<file path="src/rtl/cp0_unit.sv">
// Coprocessor-0 subset: Count/Compare timer, Status, Cause, EPC and PRId, plus
// same-cycle exception detection with EPC capture and ERET return.
module cp0_unit #(
   parameter logic [31:0] EXC_VECTOR = 32'h0000_0800,
   parameter logic [31:0] PRID_VALUE = 32'h0001_0001
) (
   input  logic        clk,
   input  logic        rst,
   input  logic [31:0] pc,
   input  logic        IsCOP0,
   input  logic        IsEret,
   input  logic        IsMtc0,
   input  logic [4:0]  cp0_addr,
   input  logic [31:0] wdata,
   input  logic        syscall,
   input  logic        ri,
   input  logic        ov,
   input  logic [5:0]  ext_int,
   output logic        HasExp,
   output logic [31:0] epc,
   output logic [31:0] exc_vector,
   output logic [31:0] rdata,
   output logic        eret_taken
);

   localparam logic [4:0] ADDR_COUNT   = 5'd9;
   localparam logic [4:0] ADDR_COMPARE = 5'd11;
   localparam logic [4:0] ADDR_STATUS  = 5'd12;
   localparam logic [4:0] ADDR_CAUSE   = 5'd13;
   localparam logic [4:0] ADDR_EPC     = 5'd14;
   localparam logic [4:0] ADDR_PRID    = 5'd15;

   localparam logic [4:0] EXC_INT = 5'd0;
   localparam logic [4:0] EXC_SYS = 5'd8;
   localparam logic [4:0] EXC_RI  = 5'd10;
   localparam logic [4:0] EXC_OV  = 5'd12;

   logic [31:0] count_q, count_d;
   logic [31:0] compare_q, compare_d;
   logic [31:0] epc_q, epc_d;
   logic [5:0]  im_q, im_d;
   logic        exl_q, exl_d;
   logic        ie_q, ie_d;
   logic [5:0]  ip_q, ip_d;
   logic [4:0]  exc_code_q, exc_code_d;
   logic        timer_pending_q, timer_pending_d;

   logic [5:0]  ip_masked;
   logic        int_req;
   logic        mtc0_en;
   logic [4:0]  exc_code_sel;

   genvar gi;
   generate
      for (gi = 0; gi < 6; gi++) begin : g_ip_mask
         assign ip_masked[gi] = ip_q[gi] & im_q[gi];
      end
   endgenerate

   assign int_req    = ie_q & ~exl_q & (|ip_masked);
   // Fault inputs are meaningless while reset is held, so they cannot raise an exception.
   assign HasExp     = ~rst & (int_req | syscall | ri | ov);
   assign eret_taken = IsEret & IsCOP0 & ~HasExp;
   assign mtc0_en    = IsCOP0 & IsMtc0 & ~HasExp;

   always_comb begin
      exc_code_sel = EXC_OV;
      if (int_req) begin
         exc_code_sel = EXC_INT;
      end else if (ri) begin
         exc_code_sel = EXC_RI;
      end else if (syscall) begin
         exc_code_sel = EXC_SYS;
      end
   end

   always_comb begin
      count_d         = count_q + 32'd1;
      compare_d       = compare_q;
      epc_d           = epc_q;
      im_d            = im_q;
      exl_d           = exl_q;
      ie_d            = ie_q;
      exc_code_d      = exc_code_q;
      // IP[15] follows the registered timer flag, so it trails the match by two edges.
      ip_d            = {ext_int[5] | timer_pending_q, ext_int[4:0]};
      timer_pending_d = timer_pending_q | (count_q == compare_q);

      if (HasExp) begin
         epc_d      = pc;
         exl_d      = 1'b1;
         exc_code_d = exc_code_sel;
      end else begin
         if (eret_taken) begin
            exl_d = 1'b0;
         end
         if (mtc0_en) begin
            case (cp0_addr)
               ADDR_COUNT: begin
                  count_d = wdata;
               end
               ADDR_COMPARE: begin
                  compare_d       = wdata;
                  timer_pending_d = 1'b0;
               end
               ADDR_STATUS: begin
                  im_d  = wdata[15:10];
                  exl_d = wdata[1];
                  ie_d  = wdata[0];
               end
               ADDR_EPC: begin
                  epc_d = wdata;
               end
               default: begin
               end
            endcase
         end
      end
   end

   always_ff @(posedge clk) begin
      if (rst) begin
         count_q         <= 32'h0;
         compare_q       <= 32'hFFFF_FFFF;
         epc_q           <= 32'h0;
         im_q            <= 6'h0;
         exl_q           <= 1'b0;
         ie_q            <= 1'b0;
         ip_q            <= 6'h0;
         exc_code_q      <= 5'h0;
         timer_pending_q <= 1'b0;
      end else begin
         count_q         <= count_d;
         compare_q       <= compare_d;
         epc_q           <= epc_d;
         im_q            <= im_d;
         exl_q           <= exl_d;
         ie_q            <= ie_d;
         ip_q            <= ip_d;
         exc_code_q      <= exc_code_d;
         timer_pending_q <= timer_pending_d;
      end
   end

   always_comb begin
      case (cp0_addr)
         ADDR_COUNT:   rdata = count_q;
         ADDR_COMPARE: rdata = compare_q;
         ADDR_STATUS:  rdata = {16'h0, im_q, 8'h0, exl_q, ie_q};
         ADDR_CAUSE:   rdata = {16'h0, ip_q, 3'b000, exc_code_q, 2'b00};
         ADDR_EPC:     rdata = epc_q;
         ADDR_PRID:    rdata = PRID_VALUE;
         default:      rdata = 32'h0;
      endcase
   end

   assign epc        = epc_q;
   assign exc_vector = EXC_VECTOR;

endmodule

</file>
<file path="config.mk">
export PLATFORM = sky130hd
export DESIGN_NAME = cp0_unit
export DESIGN_NICKNAME = d
export VERILOG_FILES = /design/src/rtl/cp0_unit.sv
export SDC_FILE = /design/constraint.sdc
export NUM_CORES = 1
export LEC_CHECK = 0
export ABC_CLOCK_PERIOD_IN_PS = 2180
export CAP_MARGIN = 0
export CORE_AREA = 2 2 140 142
export CTS_BUF_LIST = sky130_fd_sc_hd__clkbuf_8
export DETAILED_ROUTE_END_ITERATION = 16
export DIE_AREA = 0 0 142 144
export HOLD_SLACK_MARGIN = 0.02
export PLACE_DENSITY = 0.67
export SLEW_MARGIN = 20
export SYNTH_ARGS = -nofsm -noshare
export SYNTH_HDL_FRONTEND = slang
export SYNTH_SLANG_ARGS = --single-unit
</file>
<file path="constraint.sdc">
create_clock -name clk -period 2.18 [get_ports clk]
set_input_delay 0.436 -clock clk [delete_from_list [all_inputs] [get_ports clk]]
set_output_delay 0.436 -clock clk [all_outputs]
set_load 0.05 [all_outputs]
</file>
==> impl_metrics.toml, run 1 <==
[worst_setup_path]
crit_chain = "buf_6, nand2b_4, or3_4, buf_12, buf_8, o21ai_4, buf_12"
cp_slowest_cell = "or3_4"
cpMostUsedCell = "buf_12"
cp_max_fo = 8
cp.required_ps = 1740
crit_type = "input port to primary output"
arrival_ps = 1710
cp-end-kind = "primary output"
critical_path.max_stage_delay_ps = 410
startpoint_type = "input port"

[finish]
n_fill_cell = 1749
num-nets-final = 1037
antenna_cells = 0
final_cells = 1202
area_growth_pct = 51.2
drive_gt1_share_pct = 25.9

[detailed_routing]
viasPerCell = 5.15
dr.pass1.iters = 5
vias = 6192
ant_nets = 0
drc_errors = 0
drt-wirelength-per-cell_um = 17.4
drt-initial-drc-count = 426
wirelength_um = 21000

[timing]
rsz0062_at_grt = "yes"
hold_violations = 0
skew_ps = 9.07
relSlewSlack_pct = 51.8
fin_crit_ps = 2140
post-route-period-util_pct = 98.4
setup_tns_ps = 0
fmax_mhz = 466
worst_pin_slew_ps = 724
setup_violations = 0
maxSlewViolCount = 0

[power]
p_per_area_nw_per_um2 = 544
finalPower_uw = 5380
power.leakage_uw = 0.00357
ir_drop_uv = 388

[floorplanning]
dieHeight_um = 144
core_sq_um = 19100
rows = 51
die_w_um = 142
ioPinCount = 181
start_util_pct = 34.2
dieArea_sq_um = 20400

[yosys]
seq_area_frac_synth_pct = 34.9
synth_fa_ha_area_share_pct = 0.192
synthArstFlopShare_pct = 0
synth.mux.area_fraction_pct = 10.7
synth_xor_area_share_pct = 8.18
yosys-top-cells-area = "dfxtp_1 35%, mux2i_1 11%, nor2_1 6.9%, xnor2_1 6.7%, a211oi_2 5.7%"
synthSimpleGateAreaFrac_pct = 19.2
synth_flop_cell = "dfxtp_1"
synth_top_cell_by_area = "dfxtp_1"
synth_cells = 774
synth_top_family_by_area = "simple AND/OR/NAND/NOR gates"
ys_seq_elements = 114
syn_area_per_cell_sq_um = 8.44
yosysWarningCount = 0
ys_types = 45
yosys.area.top_type_share_pct = 34.9
synth_most_common_cell = "nor2_1"
synth_area_sq_um = 6530
synth_edf_count = 0
synth_compound_area_share_pct = 17.8
synth_common_cells = "120 x nor2_1, 114 x dfxtp_1, 70 x mux2i_1, 50 x xnor2_1, 44 x nand2_1"

[cts]
clk_pin_slew_worst_paths_ps = 70
cts_tree = "built"
clk_latency_ps = 440
cts.sinks = 114
htree_levels = 4
cts_root_buffer = "clkbuf_8"
cts_buffers = 17
cts_buffer_depth = 2

[run_status]
outcome = "complete, no violations"

[worst_hold_path]
hp-class = "input port to flip-flop"

[place]
post-place-cells = 1153
io_buffers = 148
place_hpwl_um = 14700
routabilityCongestion = 0.823

[global_route]
grt_usage_pct = 21.0
overflow = 0
grt_pass1_wl_um = 33300
grt_pass1_vias = 6225
grt_max_degree = 145
antenna_found_initial = 0

[run]
maxCapViolCount = 0
critical path: cells and delay by family:
family | cells | cell delay (ps)
AOI/OAI and AO/OA | 1 | 160
and+or+nand+nor | 2 | 540
buffers and inverters | 4 | 560
registers in the layout, summed over array words and instances, names as in the netlist:
name and flops:
ie_q 1, epc 32, compare_q 32, timer_pending_q 1, im_q 6, count_q 32, exc_code_q 3, exl_q 1
ip_q 6
per-stage QoR:
stage | hold slack (ps) | worst slack, ps | util, % | area, sq um
floorplan | 439 | -25.6 | - | 6930
global placement | 454 | -443 | 47.8 | 9110
detailed placement | 463 | -478 | 47.8 | 9110
CTS | 397 | -9.89 | 51.7 | 9870
global route | 415 | -10.7 | 51.8 | 9880
finish | 431 | 35.2 | 51.8 | 9880
path summary, 6_finish.rpt:
kind	start	to	slack (ps)	cells past startpoint
worst max register to register	ip_q[5]$_SDFF_PP0_	count_q[31]$_SDFF_PP0_	110	8
worst min register to register	timer_pending_q$_SDFF_PP0_	ip_q[5]$_SDFF_PP0_	480	2
worst min-delay path	syscall	exc_code_q[2]$_SDFFE_PP0P_	430	3
worst max-delay path	cp0_addr[4]	rdata[3]	40	7
metal layers:
layer / share of wire (%) / vias up / track usage [%]
li1: - / 3036 / -
met1: 46 / 2949 / 27.5
met2: 47 / 176 / 34.2
met3: 5.0 / 31 / 4.27
met4: 2.1 / 0 / 7.79
met5: 0 / - / 0
power by group:
| part | internal [uW] | leakage, uW | switching [uW] |
|---|---|---|---|
| Clock | 1210 | 0.000219 | 865 |
| Combinational | 450 | 0.00242 | 659 |
| Sequential | 2140 | 0.000934 | 54.5 |
| Total | 3800 | 0.00357 | 1580 |
cells in the final DEF, fill, tap and decap left out, types with 7 or more instances in the layout:
master	count
clkbuf_8	24
clkdlybuf4s50_1	103
nor4_1	8
conb_1	32
nor3_1	38
a211oi_1	32
a211oi_2	30
nor2_1	118
a21oi_1	37
xnor2_1	50
nand3_1	7
mux2i_1	67
o21ai_4	21
buf_4	57
xor2_1	11
buf_6	9
buf_12	48
o21ai_2	7
dfxtp_1	111
nand2_1	38
inv_1	7
nand4_1	18
final cells by class:
| class | count | area (sq um) | area share, % |
|---|---|---|---|
| Tap cell | 238 | 298 | 3.01 |
| Clock buffer | 24 | 330 | 3.34 |
| Inverter | 6 | 22.5 | 0.228 |
| Sequential cell | 114 | 2290 | 23.1 |
| Timing Repair Buffer | 228 | 2660 | 26.9 |
| Clock inverter | 6 | 77.6 | 0.785 |
| Multi-Input combinational cell | 586 | 4210 | 42.6 |
timing repair:
item | 4_1_cts | 5_1_grt
resized for setup | 51 | 21
setup buffers | 20 | 0
gates cloned | 3 | 0
hold buffers | 0 | 0
setup endpoints to repair | 34 | 41
pin swaps | 6 | 3
logic make-up after synthesis:
logic type      Yosys count
simple gates            268
other cells               2
compound gates          154
xor+xnor                 61
flops                   114
buf+inv                 104
mux                      70
fa+ha+maj                 1
Power figures use the tool's default switching activity.
==> run 2: changes to the inputs <==
--- a/config.mk
+++ b/config.mk
@@ -12,7 +12,6 @@
 export DETAILED_ROUTE_END_ITERATION = 16
 export DIE_AREA = 0 0 142 144
 export HOLD_SLACK_MARGIN = 0.02
-export PLACE_DENSITY = 0.67
 export SLEW_MARGIN = 20
 export SYNTH_ARGS = -nofsm -noshare
 export SYNTH_HDL_FRONTEND = slang
==> run 2 against run 1 <==
  * The run now ends with negative setup slack left
  * Sequential power hardly changed
  * Setup slack worse by 70 ps
  * Routed wire length is 1.8% lower
  * First-iteration DRC count is 3.3% higher
  * Maximum frequency is 3.2% lower
  * Critical path depth is 1 lower
  * Final area is 0.51% higher
  * Via count is 0.27% lower
  * Largest power group unchanged
==> impl_metrics.toml, run 2 (same netlist as run 1, synthesis figures left out) <==
[worst_setup_path]
cp-end-kind = "primary output"
cp.required_ps = 1740
startpoint_type = "flip-flop"
crit_type = "flip-flop to primary output"
cp_max_fo = 2
arrival_ps = 1780

[finish]
final_cells = 1216
num-nets-final = 1050
n_fill_cell = 1730
antenna_cells = 0
drive_gt1_share_pct = 26.1
layout_common_cells = "116 x nor2_1, 111 x dfxtp_1, 105 x clkdlybuf4s50_1, 68 x buf_4, 67 x mux2i_1"
layout_commonest_cell = "nor2_1"
area_growth_pct = 52.0

[timing]
fmax_mhz = 451
worst_pin_slew_ps = 1030
relSlewSlack_pct = 31.2
setup_ws_ps = -35.3
setup_violations = 2
worst_hold_slack_ps = 365
skew_ps = 10.3
maxSlewViolCount = 0
rsz0062_at_grt = "yes"
fin_crit_ps = 2220
setup_tns_ps = -52.8
hold_violations = 0
post-route-period-util_pct = 102

[detailed_routing]
vias = 6175
drt-initial-drc-count = 440
drc_errors = 0
wirelength_um = 20600
drt-wirelength-per-cell_um = 16.9
dr.pass1.iters = 5
viasPerCell = 5.08
ant_nets = 0

[floorplanning]
core_sq_um = 19100
die_w_um = 142
start_util_pct = 34.2
dieHeight_um = 144
dieArea_sq_um = 20400
ioPinCount = 181
rows = 51

[cts]
clk_pin_slew_worst_paths_ps = 70
cts_buffer_depth = 2
clk_latency_ps = 450
cts.sinks = 114
cts_buffers = 17
cts_root_buffer = "clkbuf_8"
htree_levels = 4
cts_tree = "built"

[power]
internal-power_uw = 3470
finalPower_uw = 5040
swShare_pct = 31.2
ir_drop_uv = 379
power_frac_clock_pct = 34.5
p_sw_uw = 1570
power.share.combinational_pct = 22.0
p_per_area_nw_per_um2 = 508
seqPwrFrac_pct = 43.5
power.leakage_uw = 0.00361

[global_route]
grt_max_degree = 85
grt_pass1_wl_um = 31300
grt_pass1_vias = 5790
overflow = 0
grt_usage_pct = 19.7
antenna_found_initial = 0

[place]
place_hpwl_um = 14600
io_buffers = 148
post-place-cells = 1166
place_ws_ps = -471
routabilityCongestion = 0.842

[worst_hold_path]
hp-class = "input port to flip-flop"

[run]
maxCapViolCount = 0

[run_status]
outcome = "finished, violations left"
failed_checks = "negative setup slack"
## run 2: changes by cell type in the layout (fill, tap and decap cells not counted), moves of 3 or more
cell | before | now
nand2_1 | 38 | 42
clkbuf_8 | 24 | 21
buf_4 | 57 | 68
clkinv_2 | 2 | 6
clkbuf_16 | 0 | 4
nand2_2 | 6 | 1
## run 2: path summary, 6_finish.rpt
check	start	to	slack, ps	cells after the start
worst min-delay path	rst	exc_code_q[3]$_SDFFE_PP0P_	360	3
worst max register to register	ip_q[5]$_SDFF_PP0_	count_q[30]$_SDFF_PP0_	40	7
worst min register to register	exc_code_q[2]$_SDFFE_PP0P_	exc_code_q[2]$_SDFFE_PP0P_	500	2
worst max-delay path	ip_q[5]$_SDFF_PP0_	eret_taken	-40	6
## run 2: final cells by class
cell class | instances | area (sq um) | area share [%]
Inverter | 6 | 22.5 | 0.227
Clock buffer | 21 | 289 | 2.91
Tap cell | 238 | 298 | 3.00
Sequential cell | 114 | 2290 | 23.0
Multi-Input combinational cell | 586 | 4190 | 42.2
Clock inverter | 10 | 45.0 | 0.454
Timing Repair Buffer | 241 | 2800 | 28.2
## run 2: layer usage
layer	up-vias	global-route usage, %	wire length (um)
li1	3059	-	-
met1	2932	27.0	9880
met2	164	31.7	9520
met3	20	3.77	982
met4	0	5.21	211
met5	-	0	0
## run 2: repair_timing
item | CTS | global route
hold buffers | 0 | 0
pin swaps | 12 | 7
cloned | 2 | 6
endpoints found under the setup margin | 35 | 62
endpoints found under the hold margin | 0 | 0
setup buffers | 9 | 5
gates resized for setup | 44 | 17
## run 2: power groups by stage
stage                     Sequential, uW  Clock [uW]  Combinational [uW]
after floorplan                     2370           0                 512
after global routing                2200        1860                1170
after detailed placement            2240           0                1080
final                               2190        1740                1110
after global placement              2240           0                1080
after CTS                           2200        1770                1110
## run 2: per-stage QoR
step / cell area [sq um] / utilization, %
finish: 9930 / 52.0
global placement: 9210 / 48.3
detailed placement: 9210 / 48.3
global route: 9930 / 52.0
CTS: 9750 / 51.1
floorplan: 6930 / -
## run 2: worst max-delay path, cell delays in order, from the launching register on
cell	delay, ps
dfxtp_2	340
a22oi_2	220
nand4_1	170
buf_4	180
and2_4	150
nor2_4	120
buf_12	140
